## config.mk

```make
export PLATFORM = sky130hd
export DESIGN_NAME = spi_wb_bridge_fsm_flat
export DESIGN_NICKNAME = d
export VERILOG_FILES = /design/src/rtl/spi_wb_bridge_fsm_pkg.sv /design/src/rtl/spi_wb_bridge_fsm_if.sv /design/src/rtl/spi_wb_timeout_cnt.sv /design/src/rtl/spi_wb_bridge_fsm.sv /design/src/flat_wrapper.sv
export SDC_FILE = /design/constraint.sdc
export NUM_CORES = 1
export LEC_CHECK = 0
export ABC_AREA = 1
export BUFFER_PORTS_ARGS = -buffer_cell sky130_fd_sc_hd__buf_2
export CORE_MARGIN = 1.5
export CORE_UTILIZATION = 56
export CTS_BUF_LIST = sky130_fd_sc_hd__clkbuf_16
export DETAILED_ROUTE_END_ITERATION = 10
export GPL_TIMING_DRIVEN = 0
export MAX_ROUTING_LAYER = met4
export PLACE_DENSITY = 0.78
export SYNTH_ARGS = -nofsm -noshare
export SYNTH_HDL_FRONTEND = slang
export SYNTH_SLANG_ARGS = --single-unit
```

## constraint.sdc

```tcl
create_clock -name clk -period 1.7 [get_ports clk]
set_input_delay 0.17 -clock clk [delete_from_list [all_inputs] [get_ports clk]]
set_output_delay 0.17 -clock clk [all_outputs]
set_load 0.01 [all_outputs]
```

## src/rtl/spi_wb_bridge_fsm_pkg.sv

```systemverilog
// spi_wb_bridge_fsm_pkg: shared state encoding, command bit position and error bit indices
package spi_wb_bridge_fsm_pkg;
  typedef enum logic [2:0] {
    IDLE,
    CMD,
    WR_WAIT,
    WR_EXE,
    RD_EXE,
    RD_LOAD,
    RD_WAIT,
    ABORT
  } state_t;
  localparam int CMD_BIT = 7;
  localparam int ERR_TMO = 0;
  localparam int ERR_OVR = 1;
endpackage

```

## src/rtl/spi_wb_bridge_fsm_if.sv

```systemverilog
// spi_wb_bridge_fsm_if: SPI byte-stream and Wishbone classic signals seen by the bridge
interface spi_wb_bridge_fsm_if #(
  parameter int ADDR_W = 7
);
  logic              spi_rdy;
  logic [7:0]        spi_rx;
  logic              spi_cs_n;
  logic              spi_ld;
  logic [7:0]        spi_tx;
  logic [ADDR_W-1:0] wb_adr;
  logic [7:0]        wb_wdat;
  logic [7:0]        wb_rdat;
  logic              wb_we;
  logic              wb_stb;
  logic              wb_cyc;
  logic              wb_ack;
  logic              busy;
  logic [1:0]        err;
  modport master (
    input  spi_rdy, spi_rx, spi_cs_n, wb_rdat, wb_ack,
    output spi_ld, spi_tx, wb_adr, wb_wdat, wb_we, wb_stb, wb_cyc, busy, err
  );
  modport slave (
    output spi_rdy, spi_rx, spi_cs_n, wb_rdat, wb_ack,
    input  spi_ld, spi_tx, wb_adr, wb_wdat, wb_we, wb_stb, wb_cyc, busy, err
  );
endinterface

```

## src/rtl/spi_wb_timeout_cnt.sv

```systemverilog
// spi_wb_timeout_cnt: counts unacknowledged strobe cycles, flags the last allowed one
module spi_wb_timeout_cnt #(
  parameter int TIMEOUT_CYC = 255
) (
  input  logic clk,
  input  logic reset,
  input  logic clr,
  input  logic en,
  output logic tc
);
  logic [15:0] cnt;
  assign tc = en && cnt == 16'(TIMEOUT_CYC - 1);
  always_ff @(posedge clk) begin
    if (reset || clr) cnt <= '0;
    else if (en) cnt <= cnt + 16'd1;
  end
endmodule

```

## src/rtl/spi_wb_bridge_fsm.sv

```systemverilog
// spi_wb_bridge_fsm: SPI command/byte stream to Wishbone burst master with write buffer and ack timeout
module spi_wb_bridge_fsm
  import spi_wb_bridge_fsm_pkg::*;
#(
  parameter int ADDR_W      = 7,
  parameter int AUTO_INC    = 1,
  parameter int TIMEOUT_CYC = 255
) (
  input logic clk,
  input logic reset,
  spi_wb_bridge_fsm_if.master bus
);
  localparam logic [ADDR_W-1:0] INC = ADDR_W'(AUTO_INC);
  state_t     state;
  logic       cmd;
  logic       buf_full;
  logic [7:0] buf_q;
  logic       ok;
  logic       tc;
  assign ok       = bus.wb_stb && bus.wb_ack;
  assign bus.busy = state != IDLE;
  spi_wb_timeout_cnt #(.TIMEOUT_CYC(TIMEOUT_CYC)) u_tmo (
    .clk   (clk),
    .reset (reset),
    .clr   (!bus.wb_stb),
    .en    (bus.wb_stb && !bus.wb_ack),
    .tc    (tc)
  );
  always_ff @(posedge clk) begin
    if (reset) begin
      state       <= IDLE;
      cmd         <= 1'b0;
      buf_full    <= 1'b0;
      buf_q       <= '0;
      bus.spi_ld  <= 1'b0;
      bus.spi_tx  <= '0;
      bus.wb_adr  <= '0;
      bus.wb_wdat <= '0;
      bus.wb_we   <= 1'b0;
      bus.wb_stb  <= 1'b0;
      bus.wb_cyc  <= 1'b0;
      bus.err     <= '0;
    end else begin
      bus.spi_ld <= 1'b0;
      bus.err    <= '0;
      if (tc) begin
        {bus.wb_cyc, bus.wb_stb, bus.wb_we} <= '0;
        bus.err[ERR_TMO] <= 1'b1;
        buf_full         <= 1'b0;
        state            <= ABORT;
      end else begin
        case (state)
          IDLE: if (bus.spi_rdy && !bus.spi_cs_n) begin
            cmd        <= bus.spi_rx[CMD_BIT];
            bus.wb_adr <= bus.spi_rx[ADDR_W-1:0];
            state      <= CMD;
          end
          CMD: if (cmd) state <= WR_WAIT;
          else begin
            {bus.wb_cyc, bus.wb_stb} <= 2'b11;
            state <= RD_EXE;
          end
          WR_WAIT: if (bus.spi_rdy) begin
            bus.wb_wdat <= bus.spi_rx;
            {bus.wb_cyc, bus.wb_stb, bus.wb_we} <= '1;
            state <= WR_EXE;
          end else if (bus.spi_cs_n) state <= IDLE;
          WR_EXE: if (ok) begin
            {bus.wb_cyc, bus.wb_stb, bus.wb_we} <= '0;
            bus.wb_adr <= bus.wb_adr + INC;
            // a byte arriving with the ack skips the buffer and becomes the next access
            if (buf_full || bus.spi_rdy) begin
              bus.wb_wdat <= buf_full ? buf_q : bus.spi_rx;
              buf_full    <= buf_full && bus.spi_rdy;
              buf_q       <= bus.spi_rx;
            end else state <= bus.spi_cs_n ? IDLE : WR_WAIT;
          end else begin
            if (!bus.wb_stb) {bus.wb_cyc, bus.wb_stb, bus.wb_we} <= '1;
            if (bus.spi_rdy) begin
              bus.err[ERR_OVR] <= buf_full;
              buf_full         <= 1'b1;
              if (!buf_full) buf_q <= bus.spi_rx;
            end
          end
          RD_EXE: if (ok) begin
            {bus.wb_cyc, bus.wb_stb} <= '0;
            bus.spi_tx <= bus.wb_rdat;
            bus.wb_adr <= bus.wb_adr + INC;
            bus.spi_ld <= 1'b1;
            state      <= RD_LOAD;
          end
          RD_LOAD: state <= RD_WAIT;
          RD_WAIT: if (bus.spi_rdy) begin
            {bus.wb_cyc, bus.wb_stb} <= 2'b11;
            state <= RD_EXE;
          end else if (bus.spi_cs_n) state <= IDLE;
          default: state <= IDLE;
        endcase
      end
    end
  end
endmodule
```

## src/flat_wrapper.sv

```systemverilog
// flat-port wrapper written by rule: the top's interface ports become plain ports
module spi_wb_bridge_fsm_flat import spi_wb_bridge_fsm_pkg::*;
#(
  parameter int ADDR_W      = 7,
  parameter int AUTO_INC    = 1,
  parameter int TIMEOUT_CYC = 255
)
  (clk, reset, bus_spi_rdy, bus_spi_rx, bus_spi_cs_n, bus_wb_rdat, bus_wb_ack, bus_spi_ld, bus_spi_tx, bus_wb_adr, bus_wb_wdat, bus_wb_we, bus_wb_stb, bus_wb_cyc, bus_busy, bus_err);
  spi_wb_bridge_fsm_if #(.ADDR_W(ADDR_W)) bus_i ();
  input logic clk;
  input logic reset;
  input wire logic [$bits(bus_i.spi_rdy)-1:0] bus_spi_rdy;
  input wire logic [$bits(bus_i.spi_rx)-1:0] bus_spi_rx;
  input wire logic [$bits(bus_i.spi_cs_n)-1:0] bus_spi_cs_n;
  input wire logic [$bits(bus_i.wb_rdat)-1:0] bus_wb_rdat;
  input wire logic [$bits(bus_i.wb_ack)-1:0] bus_wb_ack;
  output wire logic [$bits(bus_i.spi_ld)-1:0] bus_spi_ld;
  output wire logic [$bits(bus_i.spi_tx)-1:0] bus_spi_tx;
  output wire logic [$bits(bus_i.wb_adr)-1:0] bus_wb_adr;
  output wire logic [$bits(bus_i.wb_wdat)-1:0] bus_wb_wdat;
  output wire logic [$bits(bus_i.wb_we)-1:0] bus_wb_we;
  output wire logic [$bits(bus_i.wb_stb)-1:0] bus_wb_stb;
  output wire logic [$bits(bus_i.wb_cyc)-1:0] bus_wb_cyc;
  output wire logic [$bits(bus_i.busy)-1:0] bus_busy;
  output wire logic [$bits(bus_i.err)-1:0] bus_err;
  assign bus_i.spi_rdy = bus_spi_rdy;
  assign bus_i.spi_rx = bus_spi_rx;
  assign bus_i.spi_cs_n = bus_spi_cs_n;
  assign bus_i.wb_rdat = bus_wb_rdat;
  assign bus_i.wb_ack = bus_wb_ack;
  assign bus_spi_ld = bus_i.spi_ld;
  assign bus_spi_tx = bus_i.spi_tx;
  assign bus_wb_adr = bus_i.wb_adr;
  assign bus_wb_wdat = bus_i.wb_wdat;
  assign bus_wb_we = bus_i.wb_we;
  assign bus_wb_stb = bus_i.wb_stb;
  assign bus_wb_cyc = bus_i.wb_cyc;
  assign bus_busy = bus_i.busy;
  assign bus_err = bus_i.err;
  spi_wb_bridge_fsm #(.ADDR_W(ADDR_W), .AUTO_INC(AUTO_INC), .TIMEOUT_CYC(TIMEOUT_CYC)) u_core (.clk(clk), .reset(reset), .bus(bus_i));
endmodule
```

# == After elaboration in Yosys (flattened, before gate mapping) ==
# Cells that the tools add are included.
# word_totals
out_inout_bits,30
regBits,58
inputBits,21
wordCells,107
# classes
bitwise,4
mux,35
addsub,2
eq_ne,21
reduce_logical,31
# ops
op,n
8-bit 2-to-1 mux,7
3-bit 2-to-1 mux,9
3-bit one-hot mux with 7 select lines,1
"16-bit by 1-bit adder with 16-bit output, second input constant",1
"16-bit by 8-bit equality test with 1-bit output, second input constant",1
8-bit one-hot mux with 2 select lines,1
4-bit AND reduction,4
7-bit 2-to-1 mux,2
7-bit one-hot mux with 2 select lines,1
"2-bit by 1-bit != test with 1-bit output, second input constant",6
3-bit AND reduction,4
1-bit 2-to-1 mux,10
5-bit AND reduction,2
"3-bit equality test, second input constant",3
"3-bit by 1-bit != test with 1-bit output, second input constant",3
1-bit one-hot mux with 4 select lines,2
"7-bit by 1-bit adder with 7-bit output, second input constant",1
"3-bit by 2-bit equality test with 1-bit output, second input constant",2
"2-bit != test, second input constant",3
2-bit nonzero test,3
2-bit OR reduction,3
1-bit logical AND,5
5-bit OR reduction,1
1-bit inverter,4
other kinds (11),14

# == Logic depth before layout (Yosys ltp) ==
# Gate-level depths: netlist of the first run.
# logic_depth
ltp_word,5
mapped_depth,10
mapped_depth_nobuf,9

# == Cells and area by module ==
# A second synthesis of the first run with hierarchy kept.
# unflattened
cells_unflattened,449
hier_area_um2,3007.9
# modules_own_cells
mod,area_each_um2,seq_area_each_um2,n_inst,cells_each
spi_wb_bridge_fsm,2168.3,840.8,1,329
spi_wb_timeout_cnt,839.6,320.3,1,120

# == Least setup slack after synthesis of the first run ==
# Ideal clock, no wire load.
# synth_timing
path_type,reg-to-reg
from,reg u_core.bus.wb_stb
to,reg u_core.buf_q[3]
arrival_time_ns,1.356
required_time_ns,1.584
n_path_buf,0
setup_ns,0.116
slack_ns,0.228
stages_incl_launch_ff,10
synth_period_minus_slack_ns,1.472
path_cell_list,dfxtp_1 inv_1 nor2_4 nand2_1 nor2_1 nand3_2 nand2_2 inv_4 nor2_1 nor2_1
# synth_via
elab_chain_cells,4
word_cells_on_any_way,8
classes_between,eq/ne (1); mux (1); bitwise (1); reduce/logical (5)
# synth_lines
element,line_no,rtl
from (decl),spi_wb_bridge_fsm_if.sv:21,"output spi_ld, spi_tx, wb_adr, wb_wdat, wb_we, wb_stb, wb_cyc, busy, err"
from (signal assigned),spi_wb_bridge_fsm.sv:40,bus.wb_stb <= 1'b0;
from (signal assigned),spi_wb_bridge_fsm.sv:47,"{bus.wb_cyc, bus.wb_stb, bus.wb_we} <= '0;"
from (signal assigned),spi_wb_bridge_fsm.sv:60,"{bus.wb_cyc, bus.wb_stb} <= 2'b11;"
branches (longest 4 deep; another with 4-bit AND reduction),--,
to (signal assigned),spi_wb_bridge_fsm.sv:75,buf_q <= bus.spi_rx;
to (signal assigned),spi_wb_bridge_fsm.sv:82,if (!buf_full) buf_q <= bus.spi_rx;
to (decl),spi_wb_bridge_fsm.sv:17,logic [7:0] buf_q;
# Parallel ways; which one is timed is not known.
# A chain may end at the register's enable or synchronous reset.

# == Worst setup path in the final report of the first run ==
# layout_timing
from,reg u_core.state[1]
to,reg u_core.bus.wb_adr[4]
# layout_via
elab_chain_cells,4
word_cells_on_any_way,9
classes_between,eq/ne (4); mux (1); reduce/logical (4)
# layout_lines
element,line_no,rtl
from (decl),spi_wb_bridge_fsm.sv:14,state_t state;
from (signal assigned),spi_wb_bridge_fsm.sv:76,end else state <= bus.spi_cs_n ? IDLE : WR_WAIT;
3-bit by 2-bit equality test with 1-bit output or 3-bit equality test (tied branches),spi_wb_bridge_fsm.sv:52,case (state)
2-bit OR reduction (no source line),--,
2-bit by 1-bit != test with 1-bit output (no source line) or 2-bit nonzero test (tied branches),--,
4-bit AND reduction (no source line),--,
to (signal assigned),spi_wb_bridge_fsm.sv:55,bus.wb_adr <= bus.spi_rx[ADDR_W-1:0];
to (signal assigned),spi_wb_bridge_fsm.sv:70,bus.wb_adr <= bus.wb_adr + INC;
to (signal assigned),spi_wb_bridge_fsm.sv:88,bus.wb_adr <= bus.wb_adr + INC;
to (decl),spi_wb_bridge_fsm_if.sv:21,
# Parallel ways exist; a longest one is shown, timed or not.

==> results of run 1 <==
[cells by family after synthesis]
family / Yosys count
XOR/XNOR: 1
AO/OA/AOI/OAI: 104
buffers and inverters: 66
adder cells (fa/ha/maj): 3
AND/OR/NAND/NOR: 258
flip-flops: 58
[layer usage]
| metal | global-route usage | share of wire | vias to the layer above |
|---|---|---|---|
| li1 | - | - | 1739 |
| met1 | 0.353 | 0.42 | 1564 |
| met2 | 0.487 | 0.49 | 135 |
| met3 | 0.0482 | 0.065 | 21 |
| met4 | 0.140 | 0.024 | 0 |
| met5 | - | 0 | - |
[state kept, by name, indices dropped and copies added, names as in the netlist]
signal              count
u_core.bus.wb_we        1
u_core.buf_q            8
u_core.u_tmo.cnt       16
u_core.bus.spi_tx       8
u_core.bus.err          2
u_core.bus.spi_ld       1
u_core.bus.wb_wdat      8
u_core.buf_full         1
u_core.cmd              1
u_core.state            3
u_core.bus.wb_cyc       1
u_core.bus.wb_adr       7
u_core.bus.wb_stb       1
[worst min-delay path, cell delays in order]
cell    delay [ns]
buf_2         0.08
nor2_1        0.03
nor2_1        0.08
[final timing paths]
| check | slack [ns] | endpoint | cells after the start |
|---|---|---|---|
| worst max-delay path | 0.13 | u_core.bus.wb_adr[4]$_SDFFE_PP0P_ | 9 |
| worst min-delay path | 0.07 | u_core.bus.spi_tx[1]$_SDFFE_PP0P_ | 3 |
| worst max register to register | 0.13 | u_core.bus.wb_adr[4]$_SDFFE_PP0P_ | 9 |
| worst min register to register | 0.46 | u_core.bus.wb_wdat[5]$_SDFFE_PP0P_ | 2 |
[stage by stage]
step	setup WS (ns)	hold WS (ns)	utilization	instance area, sq um	cells
floorplan	0.228	0.305	-	3100	490
detailed placement	0.00405	0.398	0.657	3440	610
finish	0.129	0.0671	0.744	3900	633
global route	0.00584	0.0825	0.744	3900	633
global placement	0.0338	0.393	0.657	3440	610
CTS	0.0389	0.0682	0.724	3790	626
[power groups by stage]
stage	sequential (mW)	clock [mW]	combinational [mW]
after global placement	1.73	0	1.56
final	1.72	2.04	1.75
after floorplan	1.76	0	1.10
after global routing	1.75	2.11	1.96
after CTS	1.71	2.04	1.62
after detailed placement	1.73	0	1.59
[synth_stat cells, types with 2 or more instances]
master / n / area share
nand4_1: 6 / 0.012
clkbuf_1: 7 / 0.0085
buf_2: 4 / 0.0064
dfxtp_1: 58 / 0.37
o21ai_0: 64 / 0.10
nor2_2: 3 / 0.0060
inv_1: 50 / 0.060
nor2_1: 81 / 0.098
a31oi_1: 2 / 0.0040
nor2_4: 3 / 0.011
nand2_2: 5 / 0.010
o21ai_1: 4 / 0.0064
a21oi_1: 31 / 0.050
nand3_1: 40 / 0.064
nand2_1: 111 / 0.13
ha_1: 3 / 0.012
nor3_1: 6 / 0.0097
buf_4: 2 / 0.0048
[layout by cell type (no fill, tap or decap), types with 4 or more instances in the layout]
cell | Yosys | routed
a21oi_1 | 31 | 31
buf_2 | 4 | 54
buf_4 | 2 | 9
clkbuf_1 | 7 | 6
clkbuf_16 | 0 | 9
dfxtp_1 | 58 | 55
inv_1 | 50 | 49
nand2_1 | 111 | 109
nand2_2 | 5 | 4
nand3_1 | 40 | 39
nand4_1 | 6 | 6
nor2_1 | 81 | 76
nor2_2 | 3 | 6
nor2_4 | 3 | 5
nor3_1 | 6 | 5
o21ai_0 | 64 | 64
o21ai_1 | 4 | 4
[timing repair]
action | CTS | global route
endpoints found under the setup margin | 9 | 44
pin swaps | 0 | 4
resized for setup | 3 | 19
setup buffers | 0 | 7
[final cells by class]
| cell class | instances | area, sq um | share of cell area |
|---|---|---|---|
| Buffer | 14 | 73.8 | 0.0189 |
| Clock buffer | 9 | 225 | 0.0578 |
| Clock inverter | 7 | 108 | 0.0276 |
| Inverter | 52 | 198 | 0.0507 |
| Multi-Input combinational cell | 366 | 1740 | 0.446 |
| Sequential cell | 58 | 1160 | 0.299 |
| Tap cell | 70 | 87.6 | 0.0225 |
| Timing Repair Buffer | 57 | 303 | 0.0777 |
==> impl_results.md, run 1 <==
- Comb power frac: 0.318
- Async S/R FF share, synth: 0
- Die area: about 6000 sq um
- Clk network pwr share: 0.370
- Largest family of logic cells by synthesized area: simple AND/OR/NAND/NOR gates
- GRT Util Overall: 0.296
- Ys flop type: dfxtp_1
- Hold_sp: bus_wb_rdat[1]
- Cell family with most CP delay: simple AND/OR/NAND/NOR gates
- Fin. Hold Viols: 0
- IO Count: 51
- Sw frac: 0.346
- Worst EP arrival: approximately 1.8 ns
- WL final: roughly 8.5 mm
- Core box area: roughly 5200 sq um
- Vias post-DR: between 3k and 4k
- Register bit count reported by yosys: 58
- P_sw: ~1.9 mW
- Register area share after synthesis: 0.374
- Setup TNS: 0 ns
- Largest fanout on the critical path: 10
- Status: finished clean
- Vias in the first global route: roughly 3.2k
- CTS tree: yes
- PD cells: 1410 nW/um^2
- Slowest-stage cell, CP: dfxtp_2
- DRC errors left: 0
- Buf/Inv on CP: 1
- RSZ-0062 raised after global routing: no
- Clk buf depth: 2
- Wire length per cell: 13.4 microns
- Yosys cell types: 28
- # fillers: between 400 and 500
- Flop pwr share: 0.312
- Critical path class: register to register
- Leakage: roughly 1.7 nW
- Skew final: roughly 0.0052 ns
- CTS Hold Bufs: 0
- Max-cap viol count: 0
- Worst setup EP type: register
- Worst-path clk slew: around 0.050 ns
- CP Cell Sequence: nor2_2 > nand2_1 > nand2_4 > buf_4 > nand3_1 > o21ai_0 > nand3_1 > nand2_1 > nor2_1
- Clock Latency Late Sink: between 0.3 and 0.4 ns
- Fraction of layout cells with a size suffix above 1: 0.190
- GR Overflow Total: 0
- Antenna Nets Post-Route: 0
- Ys Warns: 0
- WP data required: between 1.5 and 2 ns
- H-tree levels: 3
- Post-synthesis adder-cell area fraction: 0.0121
- Largest net degree at the start of global routing: 11
- Initial antenna violation count: 0
- First-pass GRT wire length: 13.9 mm
- Setup violators final: 0
- Compound-gate portion of the synthesized area: 0.171
- Syn_area_per_cell: around 6.3 sq um
- Vias per cell: 5.46
- Worst-Margin Slew: roughly 0.53 ns
- Num rows: 26
- Clk Tree Root Cell: clkbuf_16
- Syn_nets: 514
- Ant. Diodes: 0
- Chip width: just under 80 microns
- Mapped cell area: a little over 3000 sq um
- Fmax: 637 MHz
- Iter 0 DRT Violations: between 200 and 300
- Synthesis-to-layout area growth: 25.6%
- Post-Synth Simple-Gate Area: 0.353
- CTS Buf Count: 9
- XOR/XNOR Fraction of Synth Area: 0.00282
- Startpoint Class: register
- Worst VDD drop: 949 uV
- Clock sink count: a little under 60
- Post-synth EDFFs: 0
- Minimum clock period: between 1.5 and 2 ns
- Post-layout nets: a little under 600
- Fin crit share: 0.924
- Port-buffer cells: 50
- Relative slew slack: 0.646
- Internal power: 3.60 mW
- Synth Instances: 490
- Initial core utilization: 0.593
- Largest stage delay, worst path: between 0.3 and 0.4 ns
- Mux share of post-synthesis cell area: 0
- Max Slew Vio Count: 0
- Worst r2r src: u_core.state[1]$_SDFFE_PP0P_
- Power Total: between 5 and 6 mW
- Routability cong.: slightly below 1
- DP HPWL: approximately 5.8 mm
- Die height: approximately 77 microns
- Setup crit start: u_core.state[1]$_SDFFE_PP0P_
- Hold Path Class: primary input to register
- DRT Pass-1 Iters: 6
Note: power is estimated with default switching activity, not from simulation.
==> run 2, diff against run 1 <==
--- a/config.mk
+++ b/config.mk
@@ -5,15 +5,14 @@
 export SDC_FILE = /design/constraint.sdc
 export NUM_CORES = 1
 export LEC_CHECK = 0
-export ABC_AREA = 1
 export BUFFER_PORTS_ARGS = -buffer_cell sky130_fd_sc_hd__buf_2
-export CORE_MARGIN = 1.5
-export CORE_UTILIZATION = 56
+export CORE_UTILIZATION = 55
 export CTS_BUF_LIST = sky130_fd_sc_hd__clkbuf_16
 export DETAILED_ROUTE_END_ITERATION = 10
 export GPL_TIMING_DRIVEN = 0
 export MAX_ROUTING_LAYER = met4
 export PLACE_DENSITY = 0.78
+export RECOVER_POWER = 100
 export SYNTH_ARGS = -nofsm -noshare
 export SYNTH_HDL_FRONTEND = slang
 export SYNTH_SLANG_ARGS = --single-unit
==> impl_results.md, run 2 <==
- Count leader, synth: dfxtp_1
- Iter 0 DRT Violations: 180 (-28%)
- Ant. Diodes: 0 (unchanged)
- Async S/R FF share, synth: 0 (unchanged)
- Post-synth top area share: 0.410 (+0.0364)
- Worst EP arrival: 1.85 ns (+0.06 ns)
- Routability cong.: 0.955 (-1.8%)
- First-pass GRT wire length: 11.6 mm (-16%)
- Core box area: 4850 sq um (-7.4%)
- Placed instance count: 455 (-25%)
- PD cells: 1470 nW/um^2 (+3.8%)
- Register area share after synthesis: 0.410 (+0.0364)
- Die height: 73.7 microns (-4.8%)
- Commonest cells after routing, fill and taps aside: dfxtp_1 (51), nor2_1 (42), nand2_1 (39), clkbuf_1 (36), a21oi_1 (27)
- Initial antenna violation count: 0 (unchanged)
- Ys flop type: dfxtp_1
- GRT Util Overall: 0.293 (-0.00267)
- Largest Register: u_core.u_tmo.cnt
- Post-layout nets: 438 (-25%)
- Clock sink count: 58 (unchanged)
- WL final: 7.36 mm (-13%)
- Worst r2r src: u_core.u_tmo.cnt[0]$_SDFFE_PP0P_
- Status: finished clean
- Post-synth EDFFs: 0 (unchanged)
- Commonest non-fill, non-tap cell in the layout: dfxtp_1
- Worst setup EP type: register
- GR Overflow Total: 0 (unchanged)
- Worst-Margin Slew: 0.530 ns (-0.000938 ns)
- IO Count: 51 (unchanged)
- H-tree levels: 3 (unchanged)
- Slowest-stage cell, CP: dfxtp_4
- Hold Path Class: primary input to register
- Largest net degree at the start of global routing: 11 (unchanged)
- Max Slew Vio Count: 0 (unchanged)
- Fin util: 0.769 (+0.0246)
- Chip width: 73.7 microns (-4.8%)
- Area after DPL: 3160 sq um (-8.3%)
- Fin crit share: 0.976 (+0.0523)
- Min Hold Slack: 0.0815 ns (+0.0144 ns)
- Fmax: 603 MHz (-5.4%)
- Antenna Nets Post-Route: 0 (unchanged)
- Vias post-DR: 2,784 (-20%)
- Worst VDD drop: 1240 uV (+30%)
- Relative slew slack: 0.647 (about the same)
- DP HPWL: 4.65 mm (-20%)
- Largest fanout on the critical path: 8 (-2)
- Leakage: 1.47 nW (-15%)
- DRT Pass-1 Iters: 5 (-1)
- Num rows: 25 (-3.8%)
- Die area: 5430 sq um (-9.4%)
- CP Cell Sequence: inv_2 > ha_4 > nor2b_4 > nand4_1 > buf_4 > o21ai_4 > buf_12 > mux2i_1 > nor2_1
- Fin. Hold Viols: 0 (unchanged)
- Worst-path clk slew: 0.05 ns (about the same)
- Max reg flops: 16 (unchanged)
- Cell taking the most area after synthesis: dfxtp_1
- Syn_area_per_cell: 8.35 sq um (+32%)
- Skew final: 0.00702 ns (+0.00178 ns)
- Synth area leaders: dfxtp_1 (41%), nor2_1 (6.0%), nand2_1 (5.3%)
- Register bit count reported by yosys: 58 (unchanged)
- CTS tree: yes
- Wire length per cell: 15.1 microns (+13%)
- DRC errors left: 0 (unchanged)
- Largest stage delay, worst path: 0.35 ns (about the same)
- Mapped cell area: 2830 sq um (-8.9%)
- Critical path class: register to register
- WP data required: 1.89 ns (-0.03 ns)
- Hold_sp: bus_wb_rdat[6]
- Syn_nets: 363 (-29%)
- Initial core utilization: 0.583 (-0.00921)
- Startpoint Class: register
- Setup violators final: 0 (unchanged)
- CTS Hold Bufs: 0 (unchanged)
- Vias in the first global route: 2,475 (-22%)
- Synthesis-to-layout area growth: 31.8%
- Port-buffer cells: 49 (-2.0%)
- Synth top cells by count: dfxtp_1 (58), nor2_1 (45), nand2_1 (40), a21oi_1 (28), nand3_1 (22)
- CTS Buf Count: 9 (unchanged)
- Synth Instances: 339 (-31%)
- Clk buf depth: 2 (unchanged)
- Ys Warns: 0 (unchanged)
- Clk Tree Root Cell: clkbuf_16
- Clock Latency Late Sink: 0.33 ns (about the same)
- Minimum clock period: 1.66 ns (+0.0889 ns)
- Setup TNS: 0 ns (unchanged)
- Design area: 3730 sq um (-4.4%)
- Vias per cell: 5.73 (+4.8%)
- Max-cap viol count: 0 (unchanged)
- # fillers: 354 (-21%)
- Non-Filler Instances: 486 (-23%)
- Fraction of layout cells with a size suffix above 1: 0.241 (+0.0510)
- Setup crit start: u_core.u_tmo.cnt[0]$_SDFFE_PP0P_
- Yosys cell types: 51 (+82%)
run 2: cell types whose count changed in the layout (fill, tap and decap cells not counted), moves of 12 or more:
cell,delta
buf_2,-33
nand2_1,-70
xor2_1,+12
inv_1,-44
o21ai_0,-54
nor2_1,-34
clkbuf_1,+30
nand3_1,-17
run 2: cell type report:
class / count / area, sq um / area share
clock buffers: 9 / 225 / 0.0604
clock inverters: 7 / 85.1 / 0.0228
inverters: 6 / 26.3 / 0.00705
flip-flops and latches: 58 / 1170 / 0.315
well taps: 67 / 83.8 / 0.0225
plain buffers: 17 / 113 / 0.0302
repair buffers: 65 / 352 / 0.0943
multi-input cells: 257 / 1670 / 0.447
run 2: critical path, delay by kind of cell (launching register included):
kind / cells / cell delay (ns)
compound gates: 1 / 0.14
fa+ha+maj: 1 / 0.13
buf+inv: 3 / 0.39
flops: 1 / 0.35
mux: 1 / 0.19
simple gates: 3 / 0.32
run 2: kinds of logic after synthesis:
group | share of synthesized area
AND/OR/NAND/NOR | 0.268
buffers and inverters | 0.0429
adder cells (fa/ha/maj) | 0.0133
flip-flops | 0.410
AO/OA/AOI/OAI | 0.187
XOR/XNOR | 0.0464
multiplexers | 0.0318
run 2: worst paths after layout:
path	end	slack, ns	cells past startpoint
min reg2reg	u_core.bus.spi_tx[0]$_SDFFE_PP0P_	0.45	2
min	u_core.bus.spi_tx[6]$_SDFFE_PP0P_	0.08	3
max reg2reg	u_core.buf_q[2]$_SDFFE_PP0P_	0.04	9
max	u_core.buf_q[2]$_SDFFE_PP0P_	0.04	9
run 2: stage by stage:
step | total power [mW] | setup WS (ns)
after floorplan | 2.81 | 0.0478
after global placement | 3.20 | -0.145
after detailed placement | 3.23 | -0.168
after CTS | 5.23 | -0.0000731
after global routing | 5.72 | -0.0717
final | 5.47 | 0.0403
run 2: repair_timing:
action / in CTS / in global routing
cloned: 0 / 1
pin swaps: 7 / 8
setup buffers: 6 / 9
resized for setup: 16 / 31
setup endpoints to repair: 36 / 40
run 2: layer usage:
metal | global-route usage | vias up | wire [microns]
met5 | - | - | 0
met4 | 0.113 | 0 | 138
met3 | 0.0960 | 16 | 481
met2 | 0.444 | 117 | 3430
met1 | 0.361 | 1300 | 3310
li1 | - | 1351 | -
run 2: power by group:
| group | switching [mW] | internal, mW | leakage (nW) |
|---|---|---|---|
| Sequential | 0.174 | 1.54 | 0.473 |
| Clock | 0.616 | 1.26 | 0.154 |
| Combinational | 1.05 | 0.821 | 0.840 |
| Total | 1.84 | 3.63 | 1.47 |
==> run 3, diff against run 2 <==
--- a/config.mk
+++ b/config.mk
@@ -6,6 +6,7 @@
 export NUM_CORES = 1
 export LEC_CHECK = 0
 export BUFFER_PORTS_ARGS = -buffer_cell sky130_fd_sc_hd__buf_2
+export CORE_ASPECT_RATIO = 1.2
 export CORE_UTILIZATION = 55
 export CTS_BUF_LIST = sky130_fd_sc_hd__clkbuf_16
 export DETAILED_ROUTE_END_ITERATION = 10
@@ -13,6 +14,7 @@
 export MAX_ROUTING_LAYER = met4
 export PLACE_DENSITY = 0.78
 export RECOVER_POWER = 100
+export SLEW_MARGIN = 0
 export SYNTH_ARGS = -nofsm -noshare
 export SYNTH_HDL_FRONTEND = slang
 export SYNTH_SLANG_ARGS = --single-unit
==> impl_results.md, run 3 (synthesized netlist as in run 2, its figures left out) <==
- Status: finished clean
- Num rows: 28 (+12%)
- Die area: 5440 sq um (about the same)
- Die height: 80.6 microns (+9.3%)
- Skew final: 0.00840 ns (+0.00138 ns)
- Fin util: 0.738 (-0.0309)
- Hold Path Class: primary input to register
- RSZ-0062 raised after global routing: yes
- Setup violators final: 0 (unchanged)
- DP HPWL: 4.85 mm (+4.3%)
- Fraction of layout cells with a size suffix above 1: 0.225 (-0.0159)
- Clk Tree Root Cell: clkbuf_16
- Leakage: 1.44 nW (-2.1%)
- Fin. Hold Viols: 0 (unchanged)
- Iter 0 DRT Violations: 191 (+6.1%)
- Antenna Nets Post-Route: 0 (unchanged)
- Max Slew Vio Count: 0 (unchanged)
- WP data required: 1.93 ns (+0.04 ns)
- Vias post-DR: 2,763 (-0.75%)
- Setup WS pre-CTS: -0.172 ns (-0.00392 ns)
- Clock Latency Late Sink: 0.33 ns (about the same)
- Fmax: 594 MHz (-1.4%)
- Relative slew slack: 0.600 (-0.0464)
- Vias in the first global route: 2,478 (+0.12%)
- GR Overflow Total: 0 (unchanged)
- Vias per cell: 5.84 (+2.0%)
- Post-layout nets: 434 (-0.91%)
- WL final: 7.26 mm (-1.3%)
- Startpoint Class: register
- Non-Filler Instances: 473 (-2.7%)
- Largest fanout on the critical path: 7 (-1)
- Worst-Margin Slew: 0.600 ns (+0.0696 ns)
- Commonest non-fill, non-tap cell in the layout: dfxtp_1
- Max reg flops: 16 (unchanged)
- Setup ws final: 0.0159 ns (-0.0244 ns)
- Initial antenna violation count: 0 (unchanged)
- Routability cong.: 0.943 (-1.3%)
- Core box area: 4940 sq um (+1.9%)
- Worst setup EP type: register
- CTS tree: yes
- Worst-path clk slew: 0.05 ns (about the same)
- Wire length per cell: 15.4 microns (+1.4%)
- Ant. Diodes: 0 (unchanged)
- Max-cap viol count: 0 (unchanged)
- First-pass GRT wire length: 11.5 mm (-0.65%)
- Commonest cells after routing, fill and taps aside: dfxtp_1 (52), nor2_1 (43), nand2_1 (39), clkbuf_1 (35), a21oi_1 (28)
- Initial core utilization: 0.573 (-0.0108)
- Placed instance count: 448 (-1.5%)
- Minimum clock period: 1.68 ns (+0.0244 ns)
- Worst EP arrival: 1.91 ns (+0.06 ns)
- DRC errors left: 0 (unchanged)
- H-tree levels: 3 (unchanged)
- Worst VDD drop: 874 uV (-29%)
- DRT Pass-1 Iters: 4 (-1)
- Chip width: 67.5 microns (-8.5%)
- PD cells: 1420 nW/um^2 (-3.3%)
- Clock sink count: 58 (unchanged)
- Clk buf depth: 2 (unchanged)
- GRT Util Overall: 0.294 (+0.000982)
- Port-buffer cells: 49 (unchanged)
- Synthesis-to-layout area growth: 28.8%
- CTS Hold Bufs: 0 (unchanged)
- IO Count: 51 (unchanged)
- Fin crit share: 0.991 (+0.0144)
- Critical path class: register to register
- Largest Register: u_core.u_tmo.cnt
- CTS Buf Count: 9 (unchanged)
- Largest net degree at the start of global routing: 11 (unchanged)
## run 3: path summary, 6_finish.rpt
path / slack [ns] / depth (start not counted) / to / startpoint
min: 0.08 / 3 / u_core.bus.spi_tx[2]$_SDFFE_PP0P_ / bus_wb_rdat[2]
min reg2reg: 0.46 / 2 / u_core.bus.spi_tx[3]$_SDFFE_PP0P_ / u_core.bus.spi_tx[3]$_SDFFE_PP0P_
max reg2reg: 0.02 / 5 / u_core.bus.wb_adr[0]$_SDFFE_PP0P_ / u_core.u_tmo.cnt[2]$_SDFFE_PP0P_
max: 0.02 / 5 / u_core.bus.wb_adr[0]$_SDFFE_PP0P_ / u_core.u_tmo.cnt[2]$_SDFFE_PP0P_
## run 3: metal layers
metal | vias up | global-route usage | wire length [microns]
li1 | 1353 | - | -
met1 | 1311 | 0.339 | 3120
met2 | 79 | 0.459 | 3550
met3 | 20 | 0.0696 | 355
met4 | 0 | 0.166 | 238
met5 | - | - | 0
## run 3: final cells by class
cell class	count	area, sq um
multi-input cells	257	1670
clock buffers	9	225
inverters	6	22.5
plain buffers	17	120
well taps	60	75.1
flip-flops and latches	58	1170
fillers	380	1290
clock inverters	5	47.5
repair buffers	61	317
## run 3: per-stage QoR
| step | area (sq um) | setup TNS, ns | total power, mW | hold slack, ns |
|---|---|---|---|---|
| floorplan | 2830 | 0 | 2.81 | 0.306 |
| global placement | 3150 | -2.51 | 3.21 | 0.411 |
| detailed placement | 3150 | -3.21 | 3.24 | 0.416 |
| CTS | 3540 | 0 | 5.04 | 0.0758 |
| global route | 3640 | -0.193 | 5.45 | 0.0817 |
| finish | 3640 | 0 | 5.18 | 0.0794 |
## run 3: critical path, stage by stage, from the launching register on
cell      delay [ns]
dfxtp_1         0.38
nand3b_1        0.21
nor2_1          0.25
and4_2          0.39
nor2_2          0.11
a311oi_1        0.25
## run 3: where the power goes
group | internal, mW | switching [mW] | leakage [nW]
logic | 0.771 | 1.02 | 0.827
clock network | 1.10 | 0.570 | 0.136
registers | 1.54 | 0.172 | 0.473
## run 3: timing repair
item,4_1_cts,5_1_grt
resized for setup,18,27
gates cloned,0,0
pin swaps,8,10
endpoints found under the setup margin,34,31
setup buffers,6,6
